[src/rtl/uhci_frame_sched_if.sv]
// ============================================================================
// Module : uhci_frame_sched_if
// Brief  : Control/strobe bundle between the UHCI frame scheduler and its peers
// Rev    : 1.0 - initial release
// ============================================================================
`default_nettype none

interface uhci_frame_sched_if #(
  parameter int FLEN_W  = 14,
  parameter int FNUM_W  = 11,
  parameter int FLIDX_W = 10,
  parameter int OVR_W   = 8
);
  logic               run;
  logic               err_halt;
  logic [FLEN_W-1:0]  frame_len;
  logic               fnum_wr_en;
  logic [FNUM_W-1:0]  fnum_wr_data;
  logic               td_done;

  logic               sof;
  logic               pre_sof;
  logic [FNUM_W-1:0]  frame_num;
  logic [FLIDX_W-1:0] frame_list_index;
  logic [10:0]        frame_num_sie;
  logic               rollover;
  logic               overrun;
  logic [OVR_W-1:0]   overrun_cnt;
  logic               halted;
  logic [1:0]         halt_src;

  // RegFile / error logic / transaction side
  modport master (
    output run, err_halt, frame_len, fnum_wr_en, fnum_wr_data, td_done,
    input  sof, pre_sof, frame_num, frame_list_index, frame_num_sie,
           rollover, overrun, overrun_cnt, halted, halt_src
  );

  // Scheduler side
  modport slave (
    input  run, err_halt, frame_len, fnum_wr_en, fnum_wr_data, td_done,
    output sof, pre_sof, frame_num, frame_list_index, frame_num_sie,
           rollover, overrun, overrun_cnt, halted, halt_src
  );
endinterface

`default_nettype wire

[src/rtl/uhci_frame_sched.sv]
// ============================================================================
// Module : uhci_frame_sched
// Brief  : UHCI 1 ms frame timebase: SOF/pre-SOF strobes, frame number, overrun
// Rev    : 1.0 - initial release
// ============================================================================
`default_nettype none

module uhci_frame_sched #(
  parameter int FLEN_W   = 14,
  parameter int FLEN_RST = 11999,
  parameter int PRE_LEAD = 64,
  parameter int FNUM_W   = 11,
  parameter int FLIDX_W  = 10,
  parameter int OVR_W    = 8
) (
  input  logic                 clk,
  input  logic                 rst_n,
  uhci_frame_sched_if.slave    bus
);

  typedef enum logic [0:0] {
    S_HALTED = 1'b0,
    S_RUN    = 1'b1
  } state_t;

  localparam logic [FLEN_W-1:0] c_MIN_LEN  = FLEN_W'(PRE_LEAD + 2);
  localparam logic [FLEN_W-1:0] c_PRE_LEAD = FLEN_W'(PRE_LEAD);
  localparam logic [1:0]        c_SRC_SW   = 2'b01;
  localparam logic [1:0]        c_SRC_ERR  = 2'b10;

  if (FNUM_W < 11 || FNUM_W > 16 || FLIDX_W > FNUM_W ||
      FLEN_RST >= (2 ** FLEN_W) || PRE_LEAD + 2 >= (2 ** FLEN_W)) begin : g_param_check
    $error("uhci_frame_sched: illegal parameter combination");
  end

  state_t              r_state, w_state_nxt;
  logic [FLEN_W-1:0]   r_cnt, w_cnt_nxt;
  logic                r_td_seen, w_td_seen_nxt;
  logic                r_sof, w_sof_nxt;
  logic                r_pre_sof, w_pre_sof_nxt;
  logic                r_rollover, w_rollover_nxt;
  logic                r_overrun, w_overrun_nxt;
  logic [FNUM_W-1:0]   r_fnum, w_fnum_nxt;
  logic [OVR_W-1:0]    r_ovr_cnt, w_ovr_cnt_nxt;
  logic [1:0]          r_halt_src, w_halt_src_nxt;
  logic                r_halted;

  logic [FLEN_W-1:0]   w_eff_len;
  logic [FNUM_W-1:0]   w_fnum_inc;

  // Short programmed lengths would put pre_sof at or before the sof itself
  assign w_eff_len  = (bus.frame_len < c_MIN_LEN) ? c_MIN_LEN : bus.frame_len;
  assign w_fnum_inc = r_fnum + FNUM_W'(1);

  always_ff @(posedge clk or negedge rst_n) begin
    if (!rst_n) begin
      r_state    <= S_HALTED;
      r_cnt      <= '0;
      r_td_seen  <= 1'b0;
      r_sof      <= 1'b0;
      r_pre_sof  <= 1'b0;
      r_rollover <= 1'b0;
      r_overrun  <= 1'b0;
      r_fnum     <= '0;
      r_ovr_cnt  <= '0;
      r_halt_src <= 2'b00;
      r_halted   <= 1'b1;
    end else begin
      r_state    <= w_state_nxt;
      r_cnt      <= w_cnt_nxt;
      r_td_seen  <= w_td_seen_nxt;
      r_sof      <= w_sof_nxt;
      r_pre_sof  <= w_pre_sof_nxt;
      r_rollover <= w_rollover_nxt;
      r_overrun  <= w_overrun_nxt;
      r_fnum     <= w_fnum_nxt;
      r_ovr_cnt  <= w_ovr_cnt_nxt;
      r_halt_src <= w_halt_src_nxt;
      r_halted   <= (w_state_nxt == S_HALTED);
    end
  end

  always_comb begin
    w_state_nxt    = r_state;
    w_cnt_nxt      = r_cnt;
    w_td_seen_nxt  = r_td_seen;
    w_sof_nxt      = 1'b0;
    w_pre_sof_nxt  = 1'b0;
    w_rollover_nxt = 1'b0;
    w_overrun_nxt  = 1'b0;
    w_fnum_nxt     = r_fnum;
    w_ovr_cnt_nxt  = r_ovr_cnt;
    w_halt_src_nxt = r_halt_src;

    case (r_state)
      S_HALTED: begin
        w_cnt_nxt     = '0;
        w_td_seen_nxt = 1'b0;
        if (bus.fnum_wr_en) begin
          w_fnum_nxt = bus.fnum_wr_data;
        end
        // The first frame after a start keeps the current frame number
        if (bus.run && !bus.err_halt) begin
          w_state_nxt   = S_RUN;
          w_sof_nxt     = 1'b1;
          w_cnt_nxt     = w_eff_len;
          w_ovr_cnt_nxt = '0;
        end
      end

      S_RUN: begin
        if (bus.err_halt) begin
          w_state_nxt    = S_HALTED;
          w_cnt_nxt      = '0;
          w_td_seen_nxt  = 1'b0;
          w_halt_src_nxt = c_SRC_ERR;
        end else if (r_cnt == '0) begin
          if (!r_td_seen && !bus.td_done) begin
            w_overrun_nxt = 1'b1;
            if (r_ovr_cnt != '1) begin
              w_ovr_cnt_nxt = r_ovr_cnt + OVR_W'(1);
            end
          end
          w_td_seen_nxt = 1'b0;
          if (bus.run) begin
            w_sof_nxt      = 1'b1;
            w_fnum_nxt     = w_fnum_inc;
            w_rollover_nxt = (w_fnum_inc[FLIDX_W-1:0] == '0);
            w_cnt_nxt      = w_eff_len;
          end else begin
            w_state_nxt    = S_HALTED;
            w_halt_src_nxt = c_SRC_SW;
          end
        end else begin
          w_cnt_nxt     = r_cnt - FLEN_W'(1);
          w_pre_sof_nxt = (r_cnt == c_PRE_LEAD);
          if (bus.td_done) begin
            w_td_seen_nxt = 1'b1;
          end
        end
      end

      default: begin
        w_state_nxt = S_HALTED;
      end
    endcase
  end

  assign bus.sof              = r_sof;
  assign bus.pre_sof          = r_pre_sof;
  assign bus.frame_num        = r_fnum;
  assign bus.frame_list_index = r_fnum[FLIDX_W-1:0];
  assign bus.frame_num_sie    = r_fnum[10:0];
  assign bus.rollover         = r_rollover;
  assign bus.overrun          = r_overrun;
  assign bus.overrun_cnt      = r_ovr_cnt;
  assign bus.halted           = r_halted;
  assign bus.halt_src         = r_halt_src;

endmodule

`default_nettype wire
[src/flat_wrapper.sv]
// flat-port wrapper written by rule: the top's interface ports become plain ports
module uhci_frame_sched_flat 
#(
  parameter int FLEN_W   = 14,
  parameter int FLEN_RST = 11999,
  parameter int PRE_LEAD = 64,
  parameter int FNUM_W   = 11,
  parameter int FLIDX_W  = 10,
  parameter int OVR_W    = 8
)
  (clk, rst_n, bus_run, bus_err_halt, bus_frame_len, bus_fnum_wr_en, bus_fnum_wr_data, bus_td_done, bus_sof, bus_pre_sof, bus_frame_num, bus_frame_list_index, bus_frame_num_sie, bus_rollover, bus_overrun, bus_overrun_cnt, bus_halted, bus_halt_src);
  uhci_frame_sched_if #(.FLEN_W(FLEN_W), .FNUM_W(FNUM_W), .FLIDX_W(FLIDX_W), .OVR_W(OVR_W)) bus_i ();
  input  logic clk;
  input  logic rst_n;
  input wire logic [$bits(bus_i.run)-1:0] bus_run;
  input wire logic [$bits(bus_i.err_halt)-1:0] bus_err_halt;
  input wire logic [$bits(bus_i.frame_len)-1:0] bus_frame_len;
  input wire logic [$bits(bus_i.fnum_wr_en)-1:0] bus_fnum_wr_en;
  input wire logic [$bits(bus_i.fnum_wr_data)-1:0] bus_fnum_wr_data;
  input wire logic [$bits(bus_i.td_done)-1:0] bus_td_done;
  output wire logic [$bits(bus_i.sof)-1:0] bus_sof;
  output wire logic [$bits(bus_i.pre_sof)-1:0] bus_pre_sof;
  output wire logic [$bits(bus_i.frame_num)-1:0] bus_frame_num;
  output wire logic [$bits(bus_i.frame_list_index)-1:0] bus_frame_list_index;
  output wire logic [$bits(bus_i.frame_num_sie)-1:0] bus_frame_num_sie;
  output wire logic [$bits(bus_i.rollover)-1:0] bus_rollover;
  output wire logic [$bits(bus_i.overrun)-1:0] bus_overrun;
  output wire logic [$bits(bus_i.overrun_cnt)-1:0] bus_overrun_cnt;
  output wire logic [$bits(bus_i.halted)-1:0] bus_halted;
  output wire logic [$bits(bus_i.halt_src)-1:0] bus_halt_src;
  assign bus_i.run = bus_run;
  assign bus_i.err_halt = bus_err_halt;
  assign bus_i.frame_len = bus_frame_len;
  assign bus_i.fnum_wr_en = bus_fnum_wr_en;
  assign bus_i.fnum_wr_data = bus_fnum_wr_data;
  assign bus_i.td_done = bus_td_done;
  assign bus_sof = bus_i.sof;
  assign bus_pre_sof = bus_i.pre_sof;
  assign bus_frame_num = bus_i.frame_num;
  assign bus_frame_list_index = bus_i.frame_list_index;
  assign bus_frame_num_sie = bus_i.frame_num_sie;
  assign bus_rollover = bus_i.rollover;
  assign bus_overrun = bus_i.overrun;
  assign bus_overrun_cnt = bus_i.overrun_cnt;
  assign bus_halted = bus_i.halted;
  assign bus_halt_src = bus_i.halt_src;
  uhci_frame_sched #(.FLEN_W(FLEN_W), .FLEN_RST(FLEN_RST), .PRE_LEAD(PRE_LEAD), .FNUM_W(FNUM_W), .FLIDX_W(FLIDX_W), .OVR_W(OVR_W)) u_core (.clk(clk), .rst_n(rst_n), .bus(bus_i));
endmodule
[config.mk]
export PLATFORM = sky130hd
export DESIGN_NAME = uhci_frame_sched_flat
export DESIGN_NICKNAME = d
export VERILOG_FILES = /design/src/rtl/uhci_frame_sched_if.sv /design/src/rtl/uhci_frame_sched.sv /design/src/flat_wrapper.sv
export SDC_FILE = /design/constraint.sdc
export NUM_CORES = 1
export LEC_CHECK = 0
export CORE_MARGIN = 3
export CORE_UTILIZATION = 49
export CTS_BUF_LIST = sky130_fd_sc_hd__clkbuf_2 sky130_fd_sc_hd__clkbuf_4 sky130_fd_sc_hd__clkbuf_8
export DETAILED_ROUTE_END_ITERATION = 8
export GPL_TIMING_DRIVEN = 0
export PLACE_DENSITY = 0.91
export SLEW_MARGIN = 10
export SYNTH_ARGS = -nofsm -noshare
export SYNTH_HDL_FRONTEND = slang
export SYNTH_SLANG_ARGS = --single-unit
[constraint.sdc]
create_clock -name clk -period 3 [get_ports clk]
set_clock_uncertainty 0.2 [all_clocks]
set_input_delay 0.6 -clock clk [delete_from_list [all_inputs] [get_ports clk]]
set_output_delay 0.6 -clock clk [all_outputs]
set_load 0.02 [all_outputs]
==> flow_metrics.tcl, run 1 <==
set metrics [dict create \
    outcome "finished, final reports clean" \
    synth-seq-area-share 0.405 \
    worst_slew_pin_slew_ns 0.704 \
    critPathMaxStageDelay_ns 0.53 \
    boundaryPins 78 \
    cp.depth 6 \
    yosys.area_share.xor_xnor 0.0707 \
    n_antenna_cell 0 \
    synth_simple_gate_area_frac 0.275 \
    syn2layout_area_growth_pct 36.9 \
    routedWlPerCell_um 15.5 \
    ctsResizeCount 0 \
    port_buffers 77 \
    grt_pass1_wl_um 11500 \
    hold_viol 0 \
    die_h_um 78.9 \
    layout_common_cells "76 x clkdlybuf4s50_1, 41 x dfrtp_1, 27 x nor2_1" \
    num_vias 2432 \
    synthesis.area_sq_um 2600 \
    crit_fanout 9 \
    start_util 0.530 \
    max_freq_ghz 0.371 \
    drtIter0Drc 152 \
    final_cells 437 \
    drive_above_1_share 0.122 \
    grt_max_degree 26 \
    syn_inst 284 \
    grt_pass1_vias 2469 \
    dp_hpwl_um 5200 \
    crit_family "simple AND/OR/NAND/NOR gates" \
    ys.warnings.count 0 \
    path_buf_inv 1 \
    num_rows 25 \
    crit_type "in -> reg" \
    whs_ns 0.0384 \
    synth_compound_area_frac 0.138 \
    power_density_nw_per_um2 683 \
    drc_errors 0 \
    end_kind "flop" \
    synth_flop_cell "dfrtp_1" \
    drtPass1Iterations 4 \
    report.final.slew_viol_count 0 \
    reg2reg_depth 7 \
    yosys_register_bits 42 \
    clock_sinks 42 \
    r2r_slack_ns 0.52 \
    max_slew_margin 0.527 \
    arrival_ns 2.71 \
    grt_remaining_overflow 0 \
    clkLatencyLatePin_ns 0.29 \
    htreeDepth 2 \
    post_cts_buffers 0 \
    synth_adder_area_share 0.0241 \
    setup_viol 0 \
    ir_drop_mv 0.481 \
    cp-start-kind "primary input" \
    setup_tns_ns 0 \
    clk_path_buf_depth 2 \
    drv_cap 0 \
    hold_path.class "in -> async" \
    worst_path_max_delay_cell "clkdlybuf4s50_1" \
    met2_usage 0.391 \
    cts_tree "yes" \
    cts_made_buffers 5 \
    clk_pin_slew_worst_paths_ns 0.08 \
    grt_usage 0.229 \
    antenna_left 0 \
    die_area_sq_um 6220 \
    coreArea_sq_um 4910 \
    finalCritPeriodShare 0.899 \
    rsz0062_at_grt "no" \
    total_power_mw 2.43 \
    routed_wl_um 6760 \
    fin_nets 405 \
    p_leak_nw 1.45 \
    synth_edf_count 0 \
    place_inst 429 \
    gr-usage-met3 0.0499 \
    critPathRequiredTime_ns 3.02 \
    synth_top_family_by_area "simple AND/OR/NAND/NOR gates" \
    crit_start "bus_err_halt" \
    r2r-start "u_core.r_cnt[0]" \
    syn_area_per_cell_sq_um 9.16 \
    layout_commonest_cell "clkdlybuf4s50_1" \
    antenna_found_initial 0 \
    viasPerCell 5.57 \
    grt_util_met1 0.286 \
    cts_hold_buf 0 \
    synth.distinct_cells 51 \
    crit_chain "clkdlybuf4s50_1 -> nor4b_2 -> nand4_4 -> or2_4 -> or4_1 -> a21oi_1" \
    grt-busiest-layer "met2" \
    gp_congestion 0.883 \
    die_w_um 78.9 \
    synthMuxAreaShare 0 \
    async_reset_ff_frac 1.00 \
    period_needed_ns 2.70 \
    cts-root-buf "clkbuf_8" \
    syn-num-nets 320 \
]
==> worst reg2reg max path, delay by kind of cell, from the launching register on <==
family          cells  cell delay, ns
compound gates      2            0.41
buf+inv             1            0.10
fa+ha+maj           1            0.15
simple gates        3            1.10
flops               1            0.43
==> stage by stage <==
step / area (sq um) / util / setup WS (ns)
after floorplan: 2600 / - / 0.709
after global placement: 3460 / 0.704 / 0.0520
after detailed placement: 3470 / 0.707 / 0.00799
after CTS: 3560 / 0.725 / 0.311
after global routing: 3560 / 0.725 / 0.210
final: 3560 / 0.725 / 0.303
==> final cells by class <==
class	count	area, sq um
tap	67	83.8
clock buffer	8	91.3
sequential	42	1050
inverter	11	41.3
buffer	28	186
timing repair buffer	78	786
multi-input combinational	203	1320
fill	387	1350
==> power by group <==
part	internal (mW)	switching, mW	total (mW)
Clock	0.193	0.183	0.375
Combinational	0.605	0.606	1.21
Sequential	0.669	0.178	0.847
Total	1.47	0.967	2.43
==> cell usage after synthesis (all sizes together) (3+ instances only) <==
cell | count | area, sq um
a211oi | 9 | 67.6
a21oi | 11 | 58.8
a22o | 4 | 35.0
a311oi | 3 | 26.3
and2 | 4 | 25.0
and3 | 6 | 37.5
buf | 24 | 171
clkbuf | 4 | 15.0
dfrtp | 41 | 1030
ha | 5 | 62.6
inv | 11 | 41.3
nand2 | 20 | 75.1
nand2b | 4 | 25.0
nand3 | 14 | 70.1
nand4 | 6 | 58.8
nor2 | 27 | 101
nor2b | 6 | 37.5
nor3 | 15 | 80.1
nor4 | 9 | 86.3
o21ai | 9 | 45.0
o22ai | 4 | 25.0
o311ai | 3 | 26.3
or4 | 3 | 23.8
xnor2 | 16 | 140
xor2 | 5 | 43.8
==> final timing paths <==
path	to
max	u_core.bus.overrun_cnt[5]
min	u_core.r_cnt[8]
max reg2reg	u_core.bus.frame_num[4]
min reg2reg	u_core.bus.overrun
max in group asynchronous	u_core.bus.halted
min in group clk	u_core.bus.overrun
==> sequential cells by signal, summed over array words and instances, names as in the netlist, 2 cells and up <==
name                    cells
u_core.r_cnt               14
u_core.bus.frame_num       11
u_core.bus.overrun_cnt      8
u_core.bus.halt_src         2
==> layer usage <==
metal / vias up / wire, um
li1: 1173 / -
met1: 1170 / 2810
met4: 0 / 62
met5: - / 0
met2: 78 / 3470
met3: 11 / 414
==> logic make-up after synthesis <==
family	after synthesis
compound gates	52
buf+inv	39
xor+xnor	21
simple gates	125
flops	42
fa+ha+maj	5
Note: power is estimated with default switching activity, not from simulation.
==> inputs of run 2 (changes only) <==
--- a/config.mk
+++ b/config.mk
@@ -5,12 +5,14 @@
 export SDC_FILE = /design/constraint.sdc
 export NUM_CORES = 1
 export LEC_CHECK = 0
+export CELL_PAD_IN_SITES_DETAIL_PLACEMENT = 0
+export CELL_PAD_IN_SITES_GLOBAL_PLACEMENT = 1
 export CORE_MARGIN = 3
-export CORE_UTILIZATION = 49
+export CORE_UTILIZATION = 36
 export CTS_BUF_LIST = sky130_fd_sc_hd__clkbuf_2 sky130_fd_sc_hd__clkbuf_4 sky130_fd_sc_hd__clkbuf_8
 export DETAILED_ROUTE_END_ITERATION = 8
 export GPL_TIMING_DRIVEN = 0
-export PLACE_DENSITY = 0.91
+export PLACE_DENSITY = 0.9
 export SLEW_MARGIN = 10
 export SYNTH_ARGS = -nofsm -noshare
 export SYNTH_HDL_FRONTEND = slang
==> flow_metrics.tcl, run 2 (synthesized netlist as in run 1, its figures left out) <==
set metrics [dict create \
    p_leak_nw 1.46 \
    start_util 0.377 \
    cp-start-kind "primary input" \
    port_buffers 77 \
    ir_drop_mv 0.340 \
    fin_nets 405 \
    grt_pass1_wl_um 11600 \
    final_cell_area_sq_um 3620 \
    grt_max_degree 28 \
    crit_start "bus_err_halt" \
    crit_chain "clkdlybuf4s50_1 -> nor4b_2 -> nand4_4 -> or2_4 -> or4_1 -> a21oi_1" \
    finalCritPeriodShare 0.898 \
    die_w_um 91.0 \
    grt_remaining_overflow 0 \
    hold_path.class "in -> async" \
    routedWlPerCell_um 14.8 \
    worst_slew_pin_slew_ns 0.642 \
    syn2layout_area_growth_pct 39.0 \
    max_slew_margin 0.569 \
    clock_sinks 42 \
    fin_ws_ns 0.306 \
    setup_viol 0 \
    drc_errors 0 \
    layout_common_cells "76 x clkdlybuf4s50_1, 41 x dfrtp_1, 27 x nor2_1" \
    boundaryPins 78 \
    drive_above_1_share 0.122 \
    post_dp_cell_area_sq_um 3510 \
    num_rows 30 \
    routed_wl_um 6910 \
    clk_pin_slew_worst_paths_ns 0.08 \
    place_inst 458 \
    end_kind "flop" \
    cts_made_buffers 5 \
    multi_input_area_sq_um 1320 \
    layout_commonest_cell "clkdlybuf4s50_1" \
    period_needed_ns 2.69 \
    hold_viol 0 \
    ctsResizeCount 0 \
    arrival_ns 2.72 \
    antenna_left 0 \
    outcome "finished, final reports clean" \
    power_density_nw_per_um2 688 \
    antenna_found_initial 0 \
    report.final.slew_viol_count 0 \
    critPathRequiredTime_ns 3.02 \
    whs_ns 0.0195 \
    drv_cap 0 \
    r2r_slack_ns 0.47 \
    seqCellArea_sq_um 1050 \
    htreeDepth 2 \
    grt_usage 0.171 \
    cts-root-buf "clkbuf_8" \
    cts_hold_buf 0 \
    cts_tree "yes" \
    largest_register "u_core.r_cnt" \
    setup_tns_ns 0 \
    die_area_sq_um 8280 \
    reg2reg_depth 7 \
    rsz0062_at_grt "no" \
    crit_fanout 9 \
    dp_slack_ns -0.00957 \
    coreArea_sq_um 6910 \
    crit_type "in -> reg" \
    num_vias 2375 \
    drtPass1Iterations 4 \
    clk_path_buf_depth 2 \
    n_antenna_cell 0 \
    post_cts_buffers 0 \
    drtIter0Drc 94 \
    largest_register_ffs 14 \
    reg2reg_to "u_core.bus.frame_num[4]" \
    die_h_um 91.0 \
    fillers 659 \
    viasPerCell 5.10 \
    r2r-start "u_core.r_cnt[0]" \
    dp_hpwl_um 5320 \
    grt_pass1_vias 2327 \
    gp_congestion 0.802 \
    final_cells 466 \
    worst_path_max_delay_cell "clkdlybuf4s50_1" \
    critPathMaxStageDelay_ns 0.53 \
    clkLatencyLatePin_ns 0.29 \
    max_freq_ghz 0.371 \
]
-- run 2: worst max-delay path: cells and delay by family --
kind | cells | cell delay, ns
AND/OR/NAND/NOR | 4 | 1.43
buffers and inverters | 1 | 0.53
AO/OA/AOI/OAI | 1 | 0.15
-- run 2: routing by layer --
metal	vias up	GRT usage	routed length, um
met3	6	0.0356	276
met2	51	0.285	3410
met1	1149	0.226	3140
met5	-	0	0
met4	0	0.0452	78
li1	1169	-	-
-- run 2: power breakdown --
group / switching (mW) / internal, mW
clock network: 0.199 / 0.245
logic: 0.596 / 0.604
registers: 0.176 / 0.669
total: 0.971 / 1.52
-- run 2: layout make-up --
class | count | share of cell area
multi-input combinational | 203 | 0.365
sequential | 42 | 0.291
timing repair buffer | 78 | 0.217
buffer | 28 | 0.0516
tap | 96 | 0.0332
clock buffer | 5 | 0.0190
inverter | 11 | 0.0114
clock inverter | 3 | 0.0111
-- run 2: per-stage QoR --
| step | utilization | power, mW |
|---|---|---|
| after floorplan | - | 1.59 |
| after global placement | 0.506 | 2.03 |
| after detailed placement | 0.508 | 2.06 |
| after CTS | 0.524 | 2.51 |
| after global routing | 0.524 | 2.65 |
| final | 0.524 | 2.49 |
-- run 2: worst max path at each step --
stage / end / slack [ns] / cells past startpoint
after floorplan: u_core.bus.overrun_cnt[5] / 0.71 / 5
after global placement: u_core.r_cnt[0] / -0.03 / 1
after detailed placement: u_core.bus.overrun_cnt[5] / -0.01 / 6
after CTS: u_core.bus.overrun_cnt[5] / 0.30 / 6
after global routing: u_core.bus.overrun_cnt[5] / 0.19 / 6
final: u_core.bus.overrun_cnt[5] / 0.31 / 6
==> inputs of run 3 (changes only) <==
--- a/config.mk
+++ b/config.mk
@@ -5,14 +5,14 @@
 export SDC_FILE = /design/constraint.sdc
 export NUM_CORES = 1
 export LEC_CHECK = 0
+export CAP_MARGIN = 10
 export CELL_PAD_IN_SITES_DETAIL_PLACEMENT = 0
 export CELL_PAD_IN_SITES_GLOBAL_PLACEMENT = 1
 export CORE_MARGIN = 3
-export CORE_UTILIZATION = 36
-export CTS_BUF_LIST = sky130_fd_sc_hd__clkbuf_2 sky130_fd_sc_hd__clkbuf_4 sky130_fd_sc_hd__clkbuf_8
+export CORE_UTILIZATION = 35
 export DETAILED_ROUTE_END_ITERATION = 8
 export GPL_TIMING_DRIVEN = 0
-export PLACE_DENSITY = 0.9
+export PLACE_DENSITY = 0.88
 export SLEW_MARGIN = 10
 export SYNTH_ARGS = -nofsm -noshare
 export SYNTH_HDL_FRONTEND = slang
==> flow_metrics.tcl, run 3 (synthesized netlist as in run 1, its figures left out) <==
set metrics [dict create \
    viasPerCell 5.08 \
    dp_slack_ns -0.0400 \
    whs_ns 0.00984 \
    clk_path_buf_depth 2 \
    largest_register "u_core.r_cnt" \
    clkPwrFrac 0.159 \
    max_slew_margin 0.569 \
    reg2reg_depth 7 \
    grt_usage 0.172 \
    crit_family "simple AND/OR/NAND/NOR gates" \
    finalCritPeriodShare 0.906 \
    fillers 679 \
    r2r_slack_ns 0.44 \
    routed_wl_um 6890 \
    drtIter0Drc 144 \
    outcome "finished, final reports clean" \
    hold_viol 0 \
    grt_pass1_vias 2433 \
    syn2layout_area_growth_pct 38.3 \
    crit_chain "clkdlybuf4s50_1 -> nor4b_2 -> nand4_4 -> or2_4 -> or4_1 -> a21oi_1" \
    max_freq_ghz 0.368 \
    layout_commonest_cell "clkdlybuf4s50_1" \
    routedWlPerCell_um 14.8 \
    setup_viol 0 \
    largest_register_ffs 14 \
    antenna_left 0 \
    post_dp_cell_area_sq_um 3510 \
    layout_common_cells "76 x clkdlybuf4s50_1, 41 x dfrtp_1, 27 x nor2_1" \
    critPathRequiredTime_ns 3.02 \
    r2r-start "u_core.r_cnt[0]" \
    clock_sinks 42 \
    n_antenna_cell 0 \
    clkLatencyLatePin_ns 0.30 \
    endpoint "u_core.bus.overrun_cnt[5]" \
    antenna_found_initial 0 \
    cts-root-buf "clkbuf_8" \
    gp_congestion 0.825 \
    htreeDepth 2 \
    p_int_mw 1.46 \
    path_buf_inv 1 \
    start_util 0.373 \
    fin_ws_ns 0.282 \
    cts_tree "yes" \
    ctsResizeCount 0 \
    post_cts_buffers 0 \
    seqPwrFrac 0.347 \
    final_cell_area_sq_um 3600 \
    num_rows 30 \
    period_needed_ns 2.72 \
    drv_cap 0 \
    end_kind "flop" \
    crit_type "in -> reg" \
    ir_drop_mv 0.336 \
    die_area_sq_um 8500 \
    grt_pass1_wl_um 11800 \
    die_h_um 92.2 \
    p_comb_frac 0.494 \
    drtPass1Iterations 4 \
    cp.depth 6 \
    num_vias 2369 \
    coreArea_sq_um 6980 \
    worst_path_max_delay_cell "clkdlybuf4s50_1" \
    crit_start "bus_err_halt" \
    crit_fanout 9 \
    total_power_mw 2.44 \
    drc_errors 0 \
    rsz0062_at_grt "no" \
    power.switching_uw 976 \
    report.final.slew_viol_count 0 \
    grt_max_degree 28 \
    critPathMaxStageDelay_ns 0.54 \
    cp-start-kind "primary input" \
    drive_above_1_share 0.119 \
    cts_made_buffers 5 \
    port_buffers 77 \
    worst_slew_pin_slew_ns 0.643 \
    fin_nets 405 \
    dp_hpwl_um 5240 \
    grt_remaining_overflow 0 \
    clk_pin_slew_worst_paths_ns 0.08 \
    hold_path.class "in -> async" \
    cts_hold_buf 0 \
    sw_frac_of_total 0.401 \
    arrival_ns 2.73 \
    die_w_um 92.2 \
    boundaryPins 78 \
    p_leak_nw 1.45 \
    reg2reg_to "u_core.bus.frame_num[4]" \
    power_density_nw_per_um2 677 \
]
[run 3: worst min-delay path by stage]
| stage | start | end | slack, ns | depth (start not counted) |
|---|---|---|---|---|
| 3_5_place_dp | u_core.r_td_seen | u_core.bus.overrun | 0.22 | 1 |
| 3_3_place_gp | u_core.r_td_seen | u_core.bus.overrun | 0.22 | 1 |
| 5_1_grt | rst_n | u_core.bus.frame_num[4] | 0.03 | 1 |
| 6_report | rst_n | u_core.bus.frame_num[4] | 0.01 | 1 |
| 4_1_cts | rst_n | u_core.bus.frame_num[4] | 0.01 | 1 |
| 2_1_floorplan | rst_n | u_core.bus.frame_num[0] | 0.10 | 0 |
[run 3: cell type report]
cell class / instances / area, sq um / share of cell area
buffer: 28 / 186 / 0.0518
clock buffer: 7 / 86.3 / 0.0240
clock inverter: 1 / 5.00 / 0.00139
inverter: 11 / 41.3 / 0.0115
multi-input combinational: 203 / 1320 / 0.367
sequential: 42 / 1050 / 0.292
tap: 96 / 120 / 0.0334
timing repair buffer: 78 / 786 / 0.218
[run 3: layer usage]
metal  vias up  routed length, um  global-route usage
met5         -                  0                   0
met4         0                124              0.0681
met3        10                359              0.0386
met2        74               3330               0.281
met1      1105               3080               0.222
li1       1180                  -                   -
[run 3: through the flow]
step                      std cells  setup TNS [ns]   util
after detailed placement        458         -0.0400  0.502
after global placement          457          -0.964  0.500
after global routing            466               0  0.515
after floorplan                 284               0      -
after CTS                       466               0  0.515
final                           466               0  0.515
[run 3: power groups by stage]
stage	registers [mW]	clock network [mW]	logic, mW
final	0.845	0.388	1.20
after global placement	0.849	0	1.18
after global routing	0.872	0.411	1.32
after detailed placement	0.853	0	1.20
after floorplan	0.883	0	0.710
after CTS	0.845	0.398	1.21
[run 3: worst reg2reg max path, stage by stage (launching register included)]
cell and delay, ns:
dfrtp_1 0.43, inv_1 0.10, ha_1 0.15, nor3b_2 0.34
nand4_2 0.21, nor3_2 0.58, a311oi_1 0.21, a211oi_1 0.24
